==> src/rtl/neuron_pkg.sv <==
// neuron_pkg: shared types and constants for the Q4.8 multiply-accumulate neuron.
//   q48_t        - signed Q4.8 value (12 bits)
//   FRAC_BITS    - fractional bits of Q4.8
//   Q48_MAX/MIN  - saturation bounds (+7.996 / -8.0)
//   mac_state_t  - MAC controller states
package neuron_pkg;

    typedef logic signed [11:0] q48_t;

    localparam int unsigned FRAC_BITS = 8;
    localparam q48_t        Q48_MAX   = 12'sh7FF;
    localparam q48_t        Q48_MIN   = 12'sh800;

    typedef enum logic [1:0] {
        IDLE  = 2'd0,
        ACC   = 2'd1,
        DRAIN = 2'd2,
        OUT   = 2'd3
    } mac_state_t;

endpackage

==> src/rtl/neuron_mac_q48_if.sv <==
// neuron_mac_q48_if: input beat stream and result stream of the MAC neuron.
//   Input stream : in_valid, in_ready, in_last, in_a, in_w, bias
//   Result stream: x, x_valid, x_ready, ovf, len_err
//   modport master - producer of beats / consumer of results (testbench, upstream)
//   modport slave  - the neuron itself
interface neuron_mac_q48_if;
    import neuron_pkg::*;

    logic in_valid;
    logic in_ready;
    logic in_last;
    q48_t in_a;
    q48_t in_w;
    q48_t bias;
    q48_t x;
    logic x_valid;
    logic x_ready;
    logic ovf;
    logic len_err;

    modport master (
        output in_valid, in_last, in_a, in_w, bias, x_ready,
        input  in_ready, x, x_valid, ovf, len_err
    );

    modport slave (
        input  in_valid, in_last, in_a, in_w, bias, x_ready,
        output in_ready, x, x_valid, ovf, len_err
    );

endinterface

==> src/rtl/sat_round_q48.sv <==
// sat_round_q48: combinational conversion of a signed Q(ACC_W-16).16 accumulator to Q4.8.
//   acc - signed accumulator (ACC_W bits, 16 fractional bits)
//   x   - rounded/truncated and saturated Q4.8 result
//   ovf - high when the result was clamped to Q48_MAX or Q48_MIN
// Build option NEURON_MAC_ROUND_EN: defined -> round half up (add 1<<7 before the shift);
// undefined -> truncate toward -inf.
module sat_round_q48
    import neuron_pkg::*;
#(
    parameter int unsigned ACC_W = 28
) (
    input  logic signed [ACC_W-1:0] acc,
    output q48_t                    x,
    output logic                    ovf
);

    localparam int unsigned SW = ACC_W + 1 - FRAC_BITS;

    // One extra bit so the rounding increment can never wrap.
    logic signed [ACC_W:0] biased;
    logic signed [SW-1:0]  shr;
    logic [SW-12:0]        hi;
    logic                  unused_frac;

    always_comb begin
`ifdef NEURON_MAC_ROUND_EN
        biased = {acc[ACC_W-1], acc} + (ACC_W + 1)'(1 << (FRAC_BITS - 1));
`else
        biased = {acc[ACC_W-1], acc};
`endif
        shr = biased[ACC_W:FRAC_BITS];
        // Fits in 12 bits only if every bit above bit 11 equals the sign bit.
        hi  = shr[SW-1:11];
        ovf = !((&hi) || (~|hi));
        if (!ovf) begin
            x = shr[11:0];
        end else if (shr[SW-1]) begin
            x = Q48_MIN;
        end else begin
            x = Q48_MAX;
        end
    end

    assign unused_frac = ^biased[FRAC_BITS-1:0];

endmodule

==> src/rtl/neuron_mac_q48.sv <==
// neuron_mac_q48: serial multiply-accumulate neuron producing a saturated Q4.8 pre-activation.
//   clk  - clock, rising edge
//   rst  - asynchronous active-high reset
//   bus  - neuron_mac_q48_if.slave: (a, w) beat stream with bias and in_last in,
//          result x with ovf/len_err out on a valid/ready handshake
// Parameters: N_INPUTS (max beats per vector, 1..255), ACC_W (accumulator width).
// Build option NEURON_MAC_ROUND_EN selects rounding in sat_round_q48.
module neuron_mac_q48
    import neuron_pkg::*;
#(
    parameter int unsigned N_INPUTS = 8,
    parameter int unsigned ACC_W    = 28
) (
    input logic              clk,
    input logic              rst,
    neuron_mac_q48_if.slave  bus
);

    mac_state_t               state_q;
    logic [7:0]               count_q;
    logic signed [23:0]       prod_q;
    logic                     prod_vld_q;
    logic signed [ACC_W-1:0]  acc_q;
    logic                     len_pend_q;
    q48_t                     x_q;
    logic                     x_valid_q;
    logic                     ovf_q;
    logic                     len_err_q;

    logic                     in_ready;
    logic                     accept;
    logic signed [23:0]       prod_mul;
    logic signed [ACC_W-1:0]  prod_ext;
    logic signed [ACC_W-1:0]  bias_ext;
    logic signed [ACC_W-1:0]  acc_add;
    logic [7:0]               cnt_next;
    logic                     cnt_hit;
    logic                     vec_end;
    q48_t                     sat_x;
    logic                     sat_ovf;

    always_comb begin
        in_ready = (state_q == IDLE) || (state_q == ACC);
        accept   = bus.in_valid && in_ready;
        prod_mul = bus.in_a * bus.in_w;
        prod_ext = {{(ACC_W - 24){prod_q[23]}}, prod_q};
        bias_ext = {{(ACC_W - 20){bus.bias[11]}}, bus.bias, 8'h00};
        acc_add  = acc_q + (prod_vld_q ? prod_ext : '0);
        cnt_next = (state_q == IDLE) ? 8'd1 : count_q + 8'd1;
        cnt_hit  = (cnt_next == 8'(N_INPUTS));
        vec_end  = bus.in_last || cnt_hit;
    end

    sat_round_q48 #(
        .ACC_W (ACC_W)
    ) u_sat (
        .acc (acc_q),
        .x   (sat_x),
        .ovf (sat_ovf)
    );

    always_ff @(posedge clk or posedge rst) begin
        if (rst) begin
            state_q    <= IDLE;
            count_q    <= '0;
            prod_q     <= '0;
            prod_vld_q <= 1'b0;
            acc_q      <= '0;
            len_pend_q <= 1'b0;
            x_q        <= '0;
            x_valid_q  <= 1'b0;
            ovf_q      <= 1'b0;
            len_err_q  <= 1'b0;
        end else begin
            unique case (state_q)
                IDLE: begin
                    if (accept) begin
                        acc_q      <= bias_ext;
                        prod_q     <= prod_mul;
                        prod_vld_q <= 1'b1;
                        count_q    <= cnt_next;
                        len_pend_q <= cnt_hit && !bus.in_last;
                        state_q    <= vec_end ? DRAIN : ACC;
                    end
                end
                ACC: begin
                    acc_q <= acc_add;
                    if (accept) begin
                        prod_q     <= prod_mul;
                        prod_vld_q <= 1'b1;
                        count_q    <= cnt_next;
                        if (vec_end) begin
                            len_pend_q <= !bus.in_last;
                            state_q    <= DRAIN;
                        end
                    end else begin
                        // Pending product has just been folded in; nothing new to add.
                        prod_vld_q <= 1'b0;
                    end
                end
                DRAIN: begin
                    // First DRAIN cycle folds in the last product, second registers x.
                    if (prod_vld_q) begin
                        acc_q      <= acc_add;
                        prod_vld_q <= 1'b0;
                    end else begin
                        x_q       <= sat_x;
                        ovf_q     <= sat_ovf;
                        len_err_q <= len_pend_q;
                        x_valid_q <= 1'b1;
                        state_q   <= OUT;
                    end
                end
                OUT: begin
                    if (bus.x_ready) begin
                        x_valid_q <= 1'b0;
                        state_q   <= IDLE;
                    end
                end
                default: state_q <= IDLE;
            endcase
        end
    end

    assign bus.in_ready = in_ready;
    assign bus.x        = x_q;
    assign bus.x_valid  = x_valid_q;
    assign bus.ovf      = ovf_q;
    assign bus.len_err  = len_err_q;

endmodule

==> src/flat_wrapper.sv <==
// flat-port wrapper written by rule: the top's interface ports become plain ports
module neuron_mac_q48_flat import neuron_pkg::*;
#(
    parameter int unsigned N_INPUTS = 8,
    parameter int unsigned ACC_W    = 28
)
  (clk, rst, bus_in_valid, bus_in_last, bus_in_a, bus_in_w, bus_bias, bus_x_ready, bus_in_ready, bus_x, bus_x_valid, bus_ovf, bus_len_err);
  neuron_mac_q48_if bus_i ();
  input logic clk;
  input logic rst;
  input wire logic [$bits(bus_i.in_valid)-1:0] bus_in_valid;
  input wire logic [$bits(bus_i.in_last)-1:0] bus_in_last;
  input wire logic [$bits(bus_i.in_a)-1:0] bus_in_a;
  input wire logic [$bits(bus_i.in_w)-1:0] bus_in_w;
  input wire logic [$bits(bus_i.bias)-1:0] bus_bias;
  input wire logic [$bits(bus_i.x_ready)-1:0] bus_x_ready;
  output wire logic [$bits(bus_i.in_ready)-1:0] bus_in_ready;
  output wire logic [$bits(bus_i.x)-1:0] bus_x;
  output wire logic [$bits(bus_i.x_valid)-1:0] bus_x_valid;
  output wire logic [$bits(bus_i.ovf)-1:0] bus_ovf;
  output wire logic [$bits(bus_i.len_err)-1:0] bus_len_err;
  assign bus_i.in_valid = bus_in_valid;
  assign bus_i.in_last = bus_in_last;
  assign bus_i.in_a = bus_in_a;
  assign bus_i.in_w = bus_in_w;
  assign bus_i.bias = bus_bias;
  assign bus_i.x_ready = bus_x_ready;
  assign bus_in_ready = bus_i.in_ready;
  assign bus_x = bus_i.x;
  assign bus_x_valid = bus_i.x_valid;
  assign bus_ovf = bus_i.ovf;
  assign bus_len_err = bus_i.len_err;
  neuron_mac_q48 #(.N_INPUTS(N_INPUTS), .ACC_W(ACC_W)) u_core (.clk(clk), .rst(rst), .bus(bus_i));
endmodule
==> config.mk <==
export PLATFORM = sky130hd
export DESIGN_NAME = neuron_mac_q48_flat
export DESIGN_NICKNAME = d
export VERILOG_FILES = /design/src/rtl/neuron_pkg.sv /design/src/rtl/neuron_mac_q48_if.sv /design/src/rtl/sat_round_q48.sv /design/src/rtl/neuron_mac_q48.sv /design/src/flat_wrapper.sv
export SDC_FILE = /design/constraint.sdc
export NUM_CORES = 1
export LEC_CHECK = 0
export CORE_MARGIN = 3
export CORE_UTILIZATION = 50
export CTS_CLUSTER_SIZE = 20
export DETAILED_ROUTE_END_ITERATION = 6
export GPL_TIMING_DRIVEN = 0
export PLACE_DENSITY_LB_ADDON = 0.15
export RECOVER_POWER = 50
export SLEW_MARGIN = 0
export SYNTH_ARGS = -nofsm -noshare
export SYNTH_HDL_FRONTEND = slang
export SYNTH_SLANG_ARGS = --single-unit
==> constraint.sdc <==
create_clock -name clk -period 6.1 [get_ports clk]
set_input_delay 1.83 -clock clk [delete_from_list [all_inputs] [get_ports clk]]
set_output_delay 1.83 -clock clk [all_outputs]
set_load 0.005 [all_outputs]
-- Yosys cells after proc, flatten, opt, wreduce, memory -nomap -nowiden
Index checks and enable logic that the tools add are counted.
- register bits after elaboration: 79
- input bits: 41
- output and inout port bits: 16
- word-level logic and storage cells: 70
- add/sub/neg operators: 2
- multipliers: 1
- equality and inequality tests: 10
- muxes and demuxes: 24
- bitwise operators: 1
- reductions and logical operators: 22
- operators with widths (cell ; count):
    28-bit two-way mux ; 3
    28-bit one-hot mux with 3 select lines ; 1
    28-bit adder ; 1
    12-bit by 12-bit multiplier with 24-bit output ; 1
    12-bit two-way mux ; 2
    2-bit two-way mux ; 6
    9-bit AND reduction ; 1
    9-bit OR reduction ; 1
    8-bit by 1-bit adder with 8-bit output (second input constant) ; 1
    8-bit by 4-bit equality test with 1-bit output (second input constant) ; 1
    8-bit two-way mux ; 1
    2-bit by 1-bit inequality test with 1-bit output (second input constant) ; 4
    2-bit one-hot mux with 4 select lines ; 1
    1-bit two-way mux ; 7
    2-bit AND reduction ; 3
    3-bit AND reduction ; 2
    5-bit AND reduction ; 1
    2-bit equality test (second input constant) ; 2
    2-bit inequality test (second input constant) ; 2
    1-bit one-hot mux with 2 select lines ; 2
    4-bit AND reduction ; 1
    2-bit nonzero test ; 2
    1-bit zero test ; 3
    1-bit logical OR ; 3
    other kinds (7) ; 8

-- Logic depth before layout (Yosys ltp)
- depth in word-level cells: 7
- gate-level depth with buffers: 23
- depth with buffers taken out: 22

-- Cells and area by module
Synthesis repeated with hierarchy kept, for this count alone.
- cell total of the unflattened synthesis: 1215
- area total of the unflattened synthesis: 10674.0 um^2
- by module, submodules not included (module ; times used ; cells an instance ; area each (um^2) ; seq. area each (um^2)):
    neuron_mac_q48 ; 1 ; 1181 ; 10441.3 ; 1976.9
    sat_round_q48 ; 1 ; 34 ; 232.7 ; 0.0

-- Worst setup path before layout
OpenSTA, ideal clock, no wires.
- kind: input to register
- from: input port bus_in_w[3]
- to: register u_core.prod_q[22]
- setup time: 131 ps
- arrival: 6662 ps
- required time: 5969 ps
- setup slack: -694 ps
- cell stages on the path: 20
- path buffers: 1
- cells stage by stage: clkbuf_1 > nand2_1 > fa_1 > fa_1 > fa_1 > inv_1 > fa_1 > inv_1 > fa_1 > inv_1 > ha_1 > o21a_1 > o21ai_0 > a21oi_1 > o41ai_2 > o2111a_1 > o21ai_1 > a21oi_1 > nor4b_1 > or3_1
- word-level cells in the longest chain between the ends: 1
- ends and longest elaborated chain (what ; RTL line ; text):
    start, declared ; flat_wrapper.sv:14 ; input wire logic [$bits(bus_i.in_w)-1:0] bus_in_w;
    12-bit by 12-bit multiplier with 24-bit output ; neuron_mac_q48.sv:45 ; prod_mul = bus.in_a * bus.in_w;
    end signal, assigned ; neuron_mac_q48.sv:79 ; prod_q <= prod_mul;
    end signal, assigned ; neuron_mac_q48.sv:89 ; prod_q <= prod_mul;
    end, declared ; neuron_mac_q48.sv:21 ; logic signed [23:0] prod_q;
Every way passes these cells.
A chain may end at the register's enable or synchronous reset.

-- Final worst setup path
- from: input port bus_in_a[4]
- to: register u_core.prod_q[22]
- word-level cells in the longest chain between the ends: 1
- ends and longest elaborated chain (what ; RTL line ; text):
    start, declared ; flat_wrapper.sv:13 ; input wire logic [$bits(bus_i.in_a)-1:0] bus_in_a;
    12-bit by 12-bit multiplier with 24-bit output ; neuron_mac_q48.sv:45 ;
Every way passes these cells.

==> results.toml <==
[worst_setup_path]
arrival_ns = 6.70
cp_max_fo = 5
cp-end-kind = "flip-flop"
worstPathRequired_ns = 6.32
r2r_start = "u_core.prod_vld_q$_DFFE_PP0P_"
critPathLaunchType = "primary input"
crit_path_start = "bus_in_a[4]"
crit_type = "in -> reg"

[sta]
max_freq_mhz = 154.3
max_slew_margin_pct = -80.09
setup_ws_ns = -0.3805
hold_viol_final = 0
layout_min_cycle_time_ns = 6.480
tightest_slew_ns = 2.701
finalClockSkew_ns = 0.008569
rsz0062_at_grt = "yes"
setup_violations = 8
drv_slew = 50
post-route-period-util_pct = 106.2

[clocking]
clk_path_buf_depth = 2
cts_hold_buf = 0
cts_tree = "yes"
clock-root-buffer = "clkbuf_16"
cts_buffers = 9
clk_latency_ns = 0.34
clkTransAtPathRegs_ns = 0.06
cts_sinks = 79
htree_levels = 3

[outcome]
violations = "max-capacitance violations, max-slew violations, negative setup slack"
status = "finished with violations"

[die]
ioPinCount = 57
dieWidth_um = 150.0
die_y_um = 150.0
start_util_pct = 51.10
die-area_mm2 = 0.02251
fp-row-count = 52
core_mm2 = 0.02030

[grt]
grt_max_degree = 50
grt_usage_pct = 23.02
grt_overflow = 0
first_global_vias = 8580
grt_first_pass_wirelength_um = 41460
grt_antenna_before_repair = 0

[pwr]
total_leakage_power_nw = 6.271
p_sw_mw = 3.745
comb_power_share_pct = 81.1
pwr-share-clk_pct = 6.5
switching_share_pct = 48.09
p_int_mw = 4.043
worst_ir_drop_vdd_uv = 319.4
seqPwrFrac_pct = 12.4
powerDensity_mw_per_mm2 = 605.0

[layout]
seq_area_mm2 = 0.001977
diodes = 0
fin_area_mm2 = 0.01287
multi_input_area_mm2 = 0.007869
layout.nets = 1602
filler_cell_count = 1734
syn2layout_area_growth_pct = 24.10
drive_above_1_share_pct = 19.06

[hold_path]
hp-class = "reg -> reg"
hp-start = "u_core.prod_q[14]$_DFFE_PP0P_"

[synth]
syn_inst = 1196
avgSynthCellArea_um2 = 8.673
ys_ff_latch = 79
async_reset_ff_share_pct = 100.0
synth_area_mm2 = 0.01037
synth_top_flop_cell = "dfrtp_1"
ys_seq_area_share_pct = 19.06
yosys.cell_types.count = 61
yosys_warnings = 0
syn_nets = 1459
synth_edf_count = 0

[routing]
highest_layer = "met4"
wire_per_inst_um = 15.83
ant_nets = 0
met3_length_um = 954
vias = 8504
drc = 0
dr.first_iter.drc_count = 352
detail_route.wirelength.met1_um = 10960
wl_met2_um = 12800
drt-total-wl_um = 25540
via_per_inst = 5.272
drtPass1Iterations = 5

[run]
cap_violations = 1

[placed_design]
dpl_worst_slack_ns = -1.367
placed_area_mm2 = 0.01176
gp_congestion = 0.9042
portBuffers = 56
dp_hpwl_um = 19990
==> final cells by class <==
cell class,instances,area share [%]
plain buffers,46,3.490
clock buffers,10,1.857
clock inverters,5,0.2722
inverters,206,6.056
multi-input cells,864,61.13
flip-flops and latches,79,15.36
well taps,270,2.624
repair buffers,133,9.215
==> per-stage QoR <==
step | hold slack, ns | instances | total power [mW] | util, % | TNS (ns)
final | 0.4695 | 1613 | 7.788 | 63.41 | -1.604
after global routing | 0.5090 | 1613 | 8.646 | 63.41 | -2.934
after CTS | 0.4743 | 1596 | 7.516 | 62.08 | -1.422
after detailed placement | 0.4625 | 1523 | 6.645 | 57.91 | -11.68
after global placement | 0.4548 | 1522 | 6.516 | 57.77 | -11.16
after floorplan | 0.4402 | 1196 | 5.418 | - | -0.8224
==> placed cells by master, fill, tap and decap left out, drive strengths merged, types with 39 or more instances in the layout <==
| cell | count |
|---|---|
| o21ai | 87 |
| nand2 | 188 |
| fa | 139 |
| dfrtp | 79 |
| buf | 104 |
| and2 | 63 |
| inv | 205 |
| ha | 83 |
| clkbuf | 49 |
| a21oi | 47 |
| nor2 | 39 |
==> cell families after synthesis <==
kind of cell | after synthesis | synth area share (%)
and+or+nand+nor | 369 | 16.71
muxes | 18 | 1.822
buffers and inverters | 253 | 9.156
adders and majority gates | 222 | 36.84
DFF | 79 | 19.06
xor gates and xnor gates | 47 | 3.969
AOI/OAI and AO/OA | 208 | 12.45
==> metal layers <==
| layer | up-vias | GRT usage (%) |
|---|---|---|
| li1 | 4098 | - |
| met5 | - | 0 |
| met2 | 216 | 41.07 |
| met4 | 0 | 7.228 |
| met1 | 4135 | 29.49 |
| met3 | 55 | 2.302 |
==> power groups by stage <==
stage | Combinational, mW | Clock [mW] | Sequential (mW)
CTS | 6.04 | 0.507 | 0.971
floorplan | 4.50 | 0 | 0.918
global placement | 5.55 | 0 | 0.971
global route | 7.11 | 0.533 | 1.00
finish | 6.32 | 0.504 | 0.967
detailed placement | 5.67 | 0 | 0.979
==> cell usage after synthesis, types with 27 or more instances <==
cell type | number | area share [%]
inv_1 | 205 | 7.4
nand2_1 | 188 | 6.8
fa_1 | 139 | 27
o21ai_0 | 84 | 4.1
ha_1 | 83 | 10
dfrtp_1 | 79 | 19
and2_1 | 63 | 3.8
a21oi_1 | 46 | 2.2
clkbuf_1 | 44 | 1.6
nor2_1 | 39 | 1.4
xnor2_1 | 27 | 2.3
==> registers in the layout, summed over array words and instances (netlist names) <==
register / count
u_core.acc_q: 28
u_core.bus.len_err: 1
u_core.bus.ovf: 1
u_core.bus.x: 12
u_core.bus.x_valid: 1
u_core.count_q: 8
u_core.len_pend_q: 1
u_core.prod_q: 24
u_core.prod_vld_q: 1
u_core.state_q: 2
==> timing repair <==
item / in CTS / in global routing
cloned: 7 / 0
pin swaps: 43 / 57
resized for setup: 122 / 96
setup buffers: 51 / 19
endpoints found under the setup margin: 12 / 9
==> worst paths after layout <==
kind,endpoint,slack [ns],depth (start not counted)
worst max-delay path,u_core.prod_q[22]$_DFFE_PP0P_,-0.38,22
worst min-delay path,u_core.prod_q[14]$_DFFE_PP0P_,0.47,2
worst max register to register,u_core.acc_q[22]$_DFFE_PP0P_,2.25,15
worst min register to register,u_core.prod_q[14]$_DFFE_PP0P_,0.47,2
max in group asynchronous,u_core.count_q[1]$_DFFE_PP0P_,0.82,3
min in group asynchronous,u_core.acc_q[17]$_DFFE_PP0P_,2.22,2
==> critical path, stage by stage <==
cell	delay, ns
buf_6	0.10
buf_8	0.11
buf_12	0.13
nand2_4	0.06
fa_2	0.43
fa_2	0.36
fa_1	0.53
inv_2	0.05
fa_1	0.51
inv_2	0.04
fa_1	0.54
inv_2	0.05
ha_4	0.22
o21a_1	0.22
o21ai_4	0.18
a21oi_4	0.06
o41ai_4	0.33
o2111a_1	0.26
o21ai_2	0.09
a21oi_2	0.16
nor4b_2	0.07
or3_1	0.35
Note: power is estimated with default switching activity, not from simulation.
